`src/rtl/dma_multiword_engine.sv`:
```
// Single-channel APB-programmed DMA copying N 32-bit words between mem0/mem1 (2 cycles/word).
// Optional DMA_INTR_MASK_EN adds a MASK register at 0x18 gating INTR.
module dma_multiword_engine #(
  parameter int DATA_WIDTH     = 32,
  parameter int APB_ADDR_WIDTH = 32,
  parameter int MEM_ADDR_WIDTH = 16,
  parameter int CNT_WIDTH      = 16,
  parameter int MEM_SEL_BIT    = 20
) (
  input  logic                      CLK,
  input  logic                      RSTN,
  output logic                      INTR,
  input  logic                      PSEL,
  input  logic                      PENABLE,
  input  logic                      PWRITE,
  input  logic [APB_ADDR_WIDTH-1:0] PADDR,
  input  logic [DATA_WIDTH-1:0]     PWDATA,
  output logic                      PREADY,
  output logic [DATA_WIDTH-1:0]     PRDATA,
  output logic                      mem0_en,
  output logic [3:0]                mem0_we,
  output logic [MEM_ADDR_WIDTH-1:0] mem0_addr,
  output logic [DATA_WIDTH-1:0]     mem0_wdata,
  input  logic [DATA_WIDTH-1:0]     mem0_rdata,
  output logic                      mem1_en,
  output logic [3:0]                mem1_we,
  output logic [MEM_ADDR_WIDTH-1:0] mem1_addr,
  output logic [DATA_WIDTH-1:0]     mem1_wdata,
  input  logic [DATA_WIDTH-1:0]     mem1_rdata
);

  typedef enum logic [1:0] {IDLE, RD, WR, DONE} state_t;

  localparam logic [APB_ADDR_WIDTH-1:0] OFF_SRC  = APB_ADDR_WIDTH'('h00);
  localparam logic [APB_ADDR_WIDTH-1:0] OFF_DST  = APB_ADDR_WIDTH'('h04);
  localparam logic [APB_ADDR_WIDTH-1:0] OFF_SIZE = APB_ADDR_WIDTH'('h08);
  localparam logic [APB_ADDR_WIDTH-1:0] OFF_CTRL = APB_ADDR_WIDTH'('h0C);
  localparam logic [APB_ADDR_WIDTH-1:0] OFF_INT  = APB_ADDR_WIDTH'('h10);
  localparam logic [APB_ADDR_WIDTH-1:0] OFF_STAT = APB_ADDR_WIDTH'('h14);

  state_t state_q, state_d;

  logic [DATA_WIDTH-1:0]     src_q, dst_q, size_q, rd_dat, src_rdata;
  logic [MEM_ADDR_WIDTH-1:0] src_ptr_q, dst_ptr_q;
  logic [CNT_WIDTH-1:0]      rem_q, words;
  logic                      src_sel_q, dst_sel_q, done_q;
  logic                      apb_wr, apb_rd, busy, start;
  logic                      is_src, is_dst, is_size, is_ctrl, is_int, is_stat;

  assign PREADY = PSEL & PENABLE;
  assign apb_wr = PREADY & PWRITE;
  assign apb_rd = PREADY & ~PWRITE;

  // The block expects the interconnect to present offsets with the base already stripped.
  assign is_src  = (PADDR == OFF_SRC);
  assign is_dst  = (PADDR == OFF_DST);
  assign is_size = (PADDR == OFF_SIZE);
  assign is_ctrl = (PADDR == OFF_CTRL);
  assign is_int  = (PADDR == OFF_INT);
  assign is_stat = (PADDR == OFF_STAT);

  assign busy  = (state_q != IDLE);
  assign words = size_q[CNT_WIDTH+1:2];
  assign start = apb_wr & is_ctrl & ~busy & PWDATA[0];

`ifdef DMA_INTR_MASK_EN
  localparam logic [APB_ADDR_WIDTH-1:0] OFF_MASK = APB_ADDR_WIDTH'('h18);
  logic is_mask, mask_q;
  assign is_mask = (PADDR == OFF_MASK);
  assign INTR    = done_q & mask_q;

  always_ff @(posedge CLK or negedge RSTN) begin
    if (!RSTN)                 mask_q <= 1'b0;
    else if (apb_wr & is_mask) mask_q <= PWDATA[0];
  end
`else
  assign INTR = done_q;
`endif

  // Programmed registers: frozen while a transfer is running
  always_ff @(posedge CLK or negedge RSTN) begin
    if (!RSTN) begin
      src_q  <= '0;
      dst_q  <= '0;
      size_q <= '0;
    end else if (apb_wr && !busy) begin
      if (is_src)  src_q  <= PWDATA;
      if (is_dst)  dst_q  <= PWDATA;
      if (is_size) size_q <= PWDATA;
    end
  end

  // Completion beats a simultaneous write-1-to-clear
  always_ff @(posedge CLK or negedge RSTN) begin
    if (!RSTN)                               done_q <= 1'b0;
    else if (state_q == DONE)                done_q <= 1'b1;
    else if (apb_wr && is_int && PWDATA[0])  done_q <= 1'b0;
  end

  always_ff @(posedge CLK or negedge RSTN) begin
    if (!RSTN) begin
      src_ptr_q <= '0;
      dst_ptr_q <= '0;
      src_sel_q <= 1'b0;
      dst_sel_q <= 1'b0;
      rem_q     <= '0;
    end else if (start) begin
      src_ptr_q <= src_q[MEM_ADDR_WIDTH+1:2];
      dst_ptr_q <= dst_q[MEM_ADDR_WIDTH+1:2];
      src_sel_q <= src_q[MEM_SEL_BIT];
      dst_sel_q <= dst_q[MEM_SEL_BIT];
      rem_q     <= words;
    end else if (state_q == WR) begin
      // Word pointers wrap naturally at 2^MEM_ADDR_WIDTH
      src_ptr_q <= src_ptr_q + 1'b1;
      dst_ptr_q <= dst_ptr_q + 1'b1;
      rem_q     <= rem_q - 1'b1;
    end
  end

  always_ff @(posedge CLK or negedge RSTN) begin
    if (!RSTN) state_q <= IDLE;
    else       state_q <= state_d;
  end

  always_comb begin
    state_d = state_q;
    case (state_q)
      IDLE: if (start) state_d = (words != '0) ? RD : DONE;
      RD:   state_d = WR;
      WR:   state_d = (rem_q == CNT_WIDTH'(1)) ? DONE : RD;
      DONE: state_d = IDLE;
      default: state_d = IDLE;
    endcase
  end

  assign src_rdata = src_sel_q ? mem0_rdata : mem1_rdata;

  // Memory ports decode straight from state so reset drops them without a clock
  always_comb begin
    mem0_en    = 1'b0;
    mem0_we    = 4'h0;
    mem0_addr  = '0;
    mem0_wdata = '0;
    mem1_en    = 1'b0;
    mem1_we    = 4'h0;
    mem1_addr  = '0;
    mem1_wdata = '0;
    case (state_q)
      RD: begin
        if (src_sel_q) begin
          mem0_en   = 1'b1;
          mem0_addr = src_ptr_q;
        end else begin
          mem1_en   = 1'b1;
          mem1_addr = src_ptr_q;
        end
      end
      WR: begin
        if (dst_sel_q) begin
          mem0_en    = 1'b1;
          mem0_we    = 4'hF;
          mem0_addr  = dst_ptr_q;
          mem0_wdata = src_rdata;
        end else begin
          mem1_en    = 1'b1;
          mem1_we    = 4'hF;
          mem1_addr  = dst_ptr_q;
          mem1_wdata = src_rdata;
        end
      end
      default: ;
    endcase
  end

  always_comb begin
    rd_dat = '0;
    if (is_src)       rd_dat = src_q;
    else if (is_dst)  rd_dat = dst_q;
    else if (is_size) rd_dat = size_q;
    else if (is_ctrl) rd_dat[1] = busy;
    else if (is_int)  rd_dat[0] = done_q;
    else if (is_stat) rd_dat[CNT_WIDTH-1:0] = rem_q;
`ifdef DMA_INTR_MASK_EN
    else if (is_mask) rd_dat[0] = mask_q;
`endif
  end

  always_ff @(posedge CLK or negedge RSTN) begin
    if (!RSTN)       PRDATA <= '0;
    else if (apb_rd) PRDATA <= rd_dat;
  end

endmodule
```
`config.mk`:
```
export PLATFORM = sky130hd
export DESIGN_NAME = dma_multiword_engine
export DESIGN_NICKNAME = d
export VERILOG_FILES = /design/src/rtl/dma_multiword_engine.sv
export SDC_FILE = /design/constraint.sdc
export NUM_CORES = 1
export LEC_CHECK = 0
export ABC_CLOCK_PERIOD_IN_PS = 3360
export BUFFER_PORTS_ARGS = -buffer_cell sky130_fd_sc_hd__buf_4
export CELL_PAD_IN_SITES_DETAIL_PLACEMENT = 0
export CELL_PAD_IN_SITES_GLOBAL_PLACEMENT = 2
export CORE_ASPECT_RATIO = 1.5
export CORE_MARGIN = 1
export CORE_UTILIZATION = 35
export DETAILED_ROUTE_END_ITERATION = 10
export PLACE_DENSITY_LB_ADDON = 0.1
export SYNTH_ARGS = -nofsm -noshare
export SYNTH_HDL_FRONTEND = slang
export SYNTH_SLANG_ARGS = --single-unit
export TNS_END_PERCENT = 50
```
`constraint.sdc`:
```
create_clock -name CLK -period 3.36 [get_ports CLK]
set_input_delay 0.168 -clock CLK [delete_from_list [all_inputs] [get_ports CLK]]
set_output_delay 0.168 -clock CLK [all_outputs]
set_load 0.05 [all_outputs]
```
* Word level (Yosys, flattened, before mapping) *
Index checks and enable logic that the tools add are counted.

storage, ports and cells
  flip-flop bits (word level) = 181
  bits of input ports = 133
  output and inout port bits = 140

cells by class
  add/subtract/negate cells = 3
  equal/unequal tests = 10
  muxes and demuxes = 43
  bitwise gates (word level) = 8
  reductions and logical operators = 13

operator list
  cell                   count
  $mux 32                7
  $mux 16                13
  $eq 32x4->1 const B    2
  $eq 32x5->1 const B    2
  $pmux 16 s2            2
  $add 16x1->16 const B  2
  $eq 32x3->1 const B    1
  $logic_not 32->1       1
  $eq 16x1->1 const B    1
  $mux 4                 4
  $reduce_bool 16->1     1
  $sub 16x1->16 const B  1
  $mux 15                1
  $mux 14                1
  $mux 1                 9
  $pmux 2 s4             1
  $and 1x1->1            6
  $mux 2                 3
  $reduce_and 2->1       3
  $reduce_bool 2->1      3
  $eq 2x2->1 const B     2
  $pmux 1 s2             2
  $logic_and 1x1->1      3
  $eq 2x1->1 const B     1
  other kinds (4)        5

* Logic depth before layout (Yosys ltp) *
Gate-level depths: netlist of run 1.

  depth after elaboration = 7
  gate-level depth with buffers = 8
  mapped depth without buffers = 7

* Least setup slack after synthesis of run 1 *
No wires, ideal clock.

  path type = flip-flop to output port
  from = reg state_q[0]
  to = out mem1_addr[0]
  arrival time = 2.685 ns
  setup slack = 0.507 ns
  stages on the path, launching flop included = 9
  buffers on the path = 2
  path through = dfrtp_1 inv_1 ha_1 nand2b_1 clkbuf_1 clkinv_1 clkbuf_1 a22oi_1 nor2b_1

between the ends
  longest elaborated chain between the ends = 2
  elaborated cells between the ends (all ways) = 3
  those cells by class = eq/ne: 2; mux: 1

RTL lines
  item                                      RTL line  RTL
  from (decl)                               41        state_t state_q, state_d;
  from (signal assigned)                    123       else state_q <= state_d;
  $eq 2x2->1 or $eq 2x1->1 (tied branches)  149       case (state_q)
  $pmux 16 s2 *                             149
  to (decl)                                 27        output logic [MEM_ADDR_WIDTH-1:0] mem1_addr,

Every way passes the cells marked *; elsewhere a longest branch is shown, timed or not.

* Final worst setup path of run 1 *
  from = reg state_q[0]
  to = out mem0_addr[15]

between the ends
  longest elaborated chain between the ends = 2
  elaborated cells between the ends (all ways) = 3
  those cells by class = eq/ne: 2; mux: 1

RTL lines
  item                                      RTL line  RTL
  $eq 2x2->1 or $eq 2x1->1 (tied branches)  149
  $pmux 16 s2 *                             149
  to (decl)                                 22        output logic [MEM_ADDR_WIDTH-1:0] mem0_addr,

Marked as above.

==> results of run 1 <==
## per-layer routing
metal / global-route usage / routed length, um
met5: 0 / 0
met3: 0.0299 / 1090
met1: 0.309 / 14900
met4: 0.0551 / 412
met2: 0.418 / 17700
## final timing paths
| check | start | to | cells after the start |
|---|---|---|---|
| max in group asynchronous | RSTN | src_q[21]$_DFFE_PN0P_ | 3 |
| worst min-delay path | PWDATA[0] | dst_q[0]$_DFFE_PN0P_ | 2 |
| worst max register to register | state_q[0]$_DFFE_PN0P_ | rem_q[15]$_DFFE_PN0P_ | 7 |
| worst min register to register | PRDATA[1]$_DFFE_PN0P_ | PRDATA[1]$_DFFE_PN0P_ | 2 |
| min in group asynchronous | RSTN | src_q[25]$_DFFE_PN0P_ | 2 |
| worst max-delay path | state_q[0]$_DFFE_PN0P_ | mem0_addr[15] | 7 |
## placed cells by master, fill, tap and decap left out, types with 3 or more instances in the layout
master,instances
nand2_1,51
nand3_1,11
nor4_1,6
buf_4,289
o21ai_0,31
a2bb2oi_1,14
dfrtp_1,180
mux2_4,30
xnor2_1,22
clkinv_8,3
mux2i_1,54
mux2_2,68
xor2_1,22
nor2_1,168
a21oi_1,79
nor3b_1,3
ha_1,9
and3_1,4
and2_1,5
nor2b_1,48
a22oi_1,32
nand4_1,20
clkbuf_16,17
nor4_2,7
inv_1,8
nor3_1,18
clkinv_4,4
a211oi_1,14
inv_8,5
dlygate4sd3_1,32
## flip-flops by register name, indices dropped and copies added (netlist names)
| register | flops |
|---|---|
| PRDATA | 32 |
| dst_q | 32 |
| size_q | 32 |
| src_q | 32 |
| dst_ptr_q | 16 |
| rem_q | 16 |
| src_ptr_q | 16 |
| state_q | 2 |
| INTR | 1 |
| dst_sel_q | 1 |
| src_sel_q | 1 |
## through the flow
stage          setup WS (ps)  power, W  cells  hold WS [ps]  area [um2]
3_5_place_dp             762   0.00361   1575           245       12400
3_3_place_gp             804   0.00361   1575           245       12400
4_1_cts                  482   0.00566   1639          2.83       13300
6_report                 485   0.00558   1639          22.2       13300
2_1_floorplan            507   0.00309   1015          -128       10100
5_1_grt                  243   0.00586   1639          12.6       13300
## logic make-up (layout without fill, tap and decap cells)
family                     Yosys count  in the layout  share of synthesized area
and+or+nand+nor                    362            362                      0.177
xor gates and xnor gates            44             44                     0.0383
adders and majority gates            9              9                     0.0112
AOI/OAI and AO/OA                  180            180                      0.109
muxes                              152            152                      0.174
DFF                                181            181                      0.450
buffers and inverters               87            365                     0.0410
## critical path, stage by stage (launching register included)
cell and delay (ps):
dfrtp_1 390, inv_1 100, ha_1 330, nand2_1 230
clkinv_1 550, a22oi_1 400, nor2b_1 70, buf_4 190
## what timing repair did
action | CTS | global route
hold endpoints to repair | 157 | 0
endpoints found under the setup margin | 0 | 0
hold buffers | 32 | 0
## report_power, final
group / leakage, nW / switching, W / internal, W
registers: 2.24 / 0.000214 / 0.00232
logic: 3.64 / 0.000644 / 0.000406
clock network: 0.286 / 0.000997 / 0.00100
## Yosys cell counts (all sizes together) (18+ instances only)
cell type	number	area, um2
o21ai	31	155
mux2	98	1220
dfrtp	181	4530
buf	21	165
nand2	52	203
nor3	18	90.1
nor2	168	631
a21oi	79	395
mux2i	54	541
nor2b	49	307
clkbuf	56	210
xnor2	22	193
nand4	20	125
a22oi	32	240
xor2	22	193
## area by class of cell
cell class,instances,share of cell area
tap,346,0.0326
clock buffer,17,0.0320
timing repair buffer,323,0.190
sequential,181,0.341
multi-input combinational,747,0.389
inverter,10,0.00283
clock inverter,15,0.0124
==> impl_metrics.toml, run 1 <==
[floorplan]
rows = 75
dieArea_um2 = 29500
die_h_um = 210
die_w_um = 141
core_um2 = 28200
io_pins = 273
start_util = 0.358

[synth]
async_flop_share = 1.00
synth_nets = 1157
synth_edf_count = 0
yosys_warnings = 0
synth-seq-area-share = 0.450
synth_ff_type = "dfrtp_1"
syn_avg_cell_area_um2 = 9.92
ys_seq_elements = 181
synth_cells = 1015
yosysUniqueCellTypes = 50
syn_area_um2 = 10100

[final_layout]
final_core_util = 0.472
regArea_um2 = 4530
final_layout_size_suffix_gt1_frac = 0.340
n_antenna_cell = 0
n_fill_cell = 2798
area_growth_syn_to_layout_pct = 31.8
num-nets-final = 1422
multi_input_comb_area_um2 = 5160

[pwr]
power_leakage_nw = 6.17
ir_drop_v = 0.000371
power_density_nw_per_um2 = 420

[sta]
fmax_mhz = 348
min_period_over_period = 0.856
post-route-min-period_ps = 2880
tightest_slew_ps = 921
tns_ps = 0
setup_viol = 0
rsz0062_at_grt = "false"
slew_viol_final = 0
fin_skew_ps = 13.5
slew-limit-headroom = 0.384
hold_viol_final = 0

[clock_network]
cts_tree = "done"
cts_buffer_depth = 2
root_buffer = "clkbuf_16"
clock_sinks = 181
h-tree-depth = 4
postCtsSetupBuffers = 0
clock_latency_ps = 440
path_clk_slew_ps = 80
cts.repair.resized = 0
cts_buffers = 17

[drt]
first_pass_iters = 5
wl_per_cell_um = 20.8
drc = 0
via_count = 8490
ant_nets = 0
viasPerCell = 5.18
wl_um = 34100
drt_iter0_markers = 398

[worst_setup_path]
worstPathArrival_ps = 2710
critPathRequiredTime_ps = 3190
r2r_slack_ps = 740
end_kind = "primary output"
crit_path_max_fanout = 21
startpoint_type = "flip-flop"
critical_path_class = "reg -> out"

[job]
cap_violations = 0

[placed_design]
gp_congestion = 0.900
hpwl_um = 24700
io_buffers = 272

[global_routing]
grt_max_degree = 73
grt_use_total = 0.237
grt_pass1_wl_um = 52600
grt_pass1_vias = 8689
overflow = 0
antenna_found_initial = 1

[min_path]
min_path_type = "in -> reg"

[status]
status = "finished clean"
(Power assumes the default switching activity.)
==> inputs of run 2 (changes only) <==
Settings changed: CORE_MARGIN 1 to 2.
==> impl_metrics.toml, run 2 (synthesis results as in run 1) <==
[sta]
rsz0062_at_grt = "false"
slew-limit-headroom = 0.349
fmax_mhz = 347
fin_skew_ps = 12.4
slew_viol_final = 0
setup_viol = 0
hold_viol_final = 0
post-route-min-period_ps = 2880
fin_ws_ps = 479
tns_ps = 0
worst_hold_slack_ps = 23.4
tightest_slew_ps = 977
min_period_over_period = 0.857

[status]
status = "finished clean"

[placed_design]
gp_congestion = 0.886
place_ws_ps = 751
io_buffers = 272
hpwl_um = 23900

[clock_network]
clock_sinks = 181
path_clk_slew_ps = 70
cts.repair.resized = 0
cts_buffer_depth = 2
clock_latency_ps = 430
postCtsSetupBuffers = 0
cts_tree = "done"
cts_buffers = 17
root_buffer = "clkbuf_16"
h-tree-depth = 4

[global_routing]
grt_pass1_wl_um = 51200
grt_pass1_vias = 8661
grt_use_total = 0.222
grt_max_degree = 99
overflow = 0
antenna_found_initial = 0

[min_path]
min_from = "PWDATA[8]"
min_delay_worst_endpoint = "size_q[8]$_DFFE_PN0P_"
min_path_type = "in -> reg"
holdPathStages = 2

[drt]
drt_iter0_markers = 380
via_count = 8466
first_pass_iters = 5
wl_um = 33300
wl_per_cell_um = 20.3
viasPerCell = 5.16
drc = 0
ant_nets = 0

[floorplan]
die_h_um = 212
io_pins = 273
dieArea_um2 = 30200
die_w_um = 143
start_util = 0.353
rows = 76
core_um2 = 28500

[worst_setup_path]
cpPeakStageDelay_ps = 570
worstPathArrival_ps = 2710
r2r-start = "state_q[0]$_DFFE_PN0P_"
cp_slowest_cell = "clkinv_1"
r2r_slack_ps = 720
r2r_end = "rem_q[15]$_DFFE_PN0P_"
reg2reg_depth = 7
critPathRequiredTime_ps = 3190
startpoint_type = "flip-flop"
end_kind = "primary output"
path_cells = "inv_1 > ha_1 > nand2_1 > clkinv_1 > a22oi_1 > nor2b_1 > buf_4"
critical_path_class = "reg -> out"
crit_path_max_fanout = 21

[final_layout]
regArea_um2 = 4530
multi_input_comb_area_um2 = 5160
num-nets-final = 1420
most-common-layout-cells = "buf_4 (287), dfrtp_1 (180), nor2_1 (168)"
area_growth_syn_to_layout_pct = 32.0
final_layout_size_suffix_gt1_frac = 0.338
mostFrequentLayoutCell = "buf_4"
n_fill_cell = 2794
n_antenna_cell = 0
final_core_util = 0.466

[pwr]
power.total_w = 0.00565
ir_drop_v = 0.000418
power_leakage_nw = 6.17
power_density_nw_per_um2 = 424

[job]
cap_violations = 0
run 2: how the worst max path moves through the flow:
stage / startpoint / end / slack, ps / depth (start not counted)
after detailed placement: state_q[0]$_DFFE_PN0P_ / rem_q[15]$_DFFE_PN0P_ / 750 / 7
after CTS: state_q[0]$_DFFE_PN0P_ / mem0_addr[14] / 470 / 7
after global placement: state_q[0]$_DFFE_PN0P_ / rem_q[15]$_DFFE_PN0P_ / 810 / 7
final: state_q[0]$_DFFE_PN0P_ / mem0_addr[14] / 480 / 7
after floorplan: state_q[0]$_DFFE_PN0P_ / mem1_addr[0] / 510 / 8
after global routing: state_q[0]$_DFFE_PN0P_ / mem0_addr[12] / 290 / 7
run 2: what timing repair did:
item / 4_1_cts / 5_1_grt
endpoints found under the hold margin: 156 / 1
hold buffers: 29 / 1
setup endpoints to repair: 0 / 0
run 2: critical path, delay by kind of cell, from the launching register on:
| family | cells | cell delay (ps) |
|---|---|---|
| compound gates | 1 | 390 |
| buf+inv | 3 | 860 |
| simple gates | 2 | 320 |
| flops | 1 | 370 |
| fa+ha+maj | 1 | 330 |
run 2: layer usage:
metal  wire, um  global-route usage
met3       1310              0.0351
met1      14500               0.290
met4        710              0.0656
met2      16700               0.380
met5          0                   0
run 2: power by group:
group | leakage (nW) | switching, W | internal [W]
Combinational | 3.63 | 0.000634 | 0.000406
Sequential | 2.24 | 0.000210 | 0.00232
Clock | 0.297 | 0.000904 | 0.00117
run 2: through the flow:
stage	std cells	cell area [um2]
6_report	1642	13300
2_1_floorplan	1015	10100
3_3_place_gp	1580	12400
4_1_cts	1641	13300
5_1_grt	1642	13300
3_5_place_dp	1580	12400
run 2: area by class of cell:
class                           count  share of cell area
Tap cell                          351              0.0330
Sequential cell                   181               0.341
Inverter                           10             0.00282
Clock buffer                       21              0.0354
Multi-Input combinational cell    747               0.388
Timing Repair Buffer              321               0.190
Clock inverter                     11              0.0103
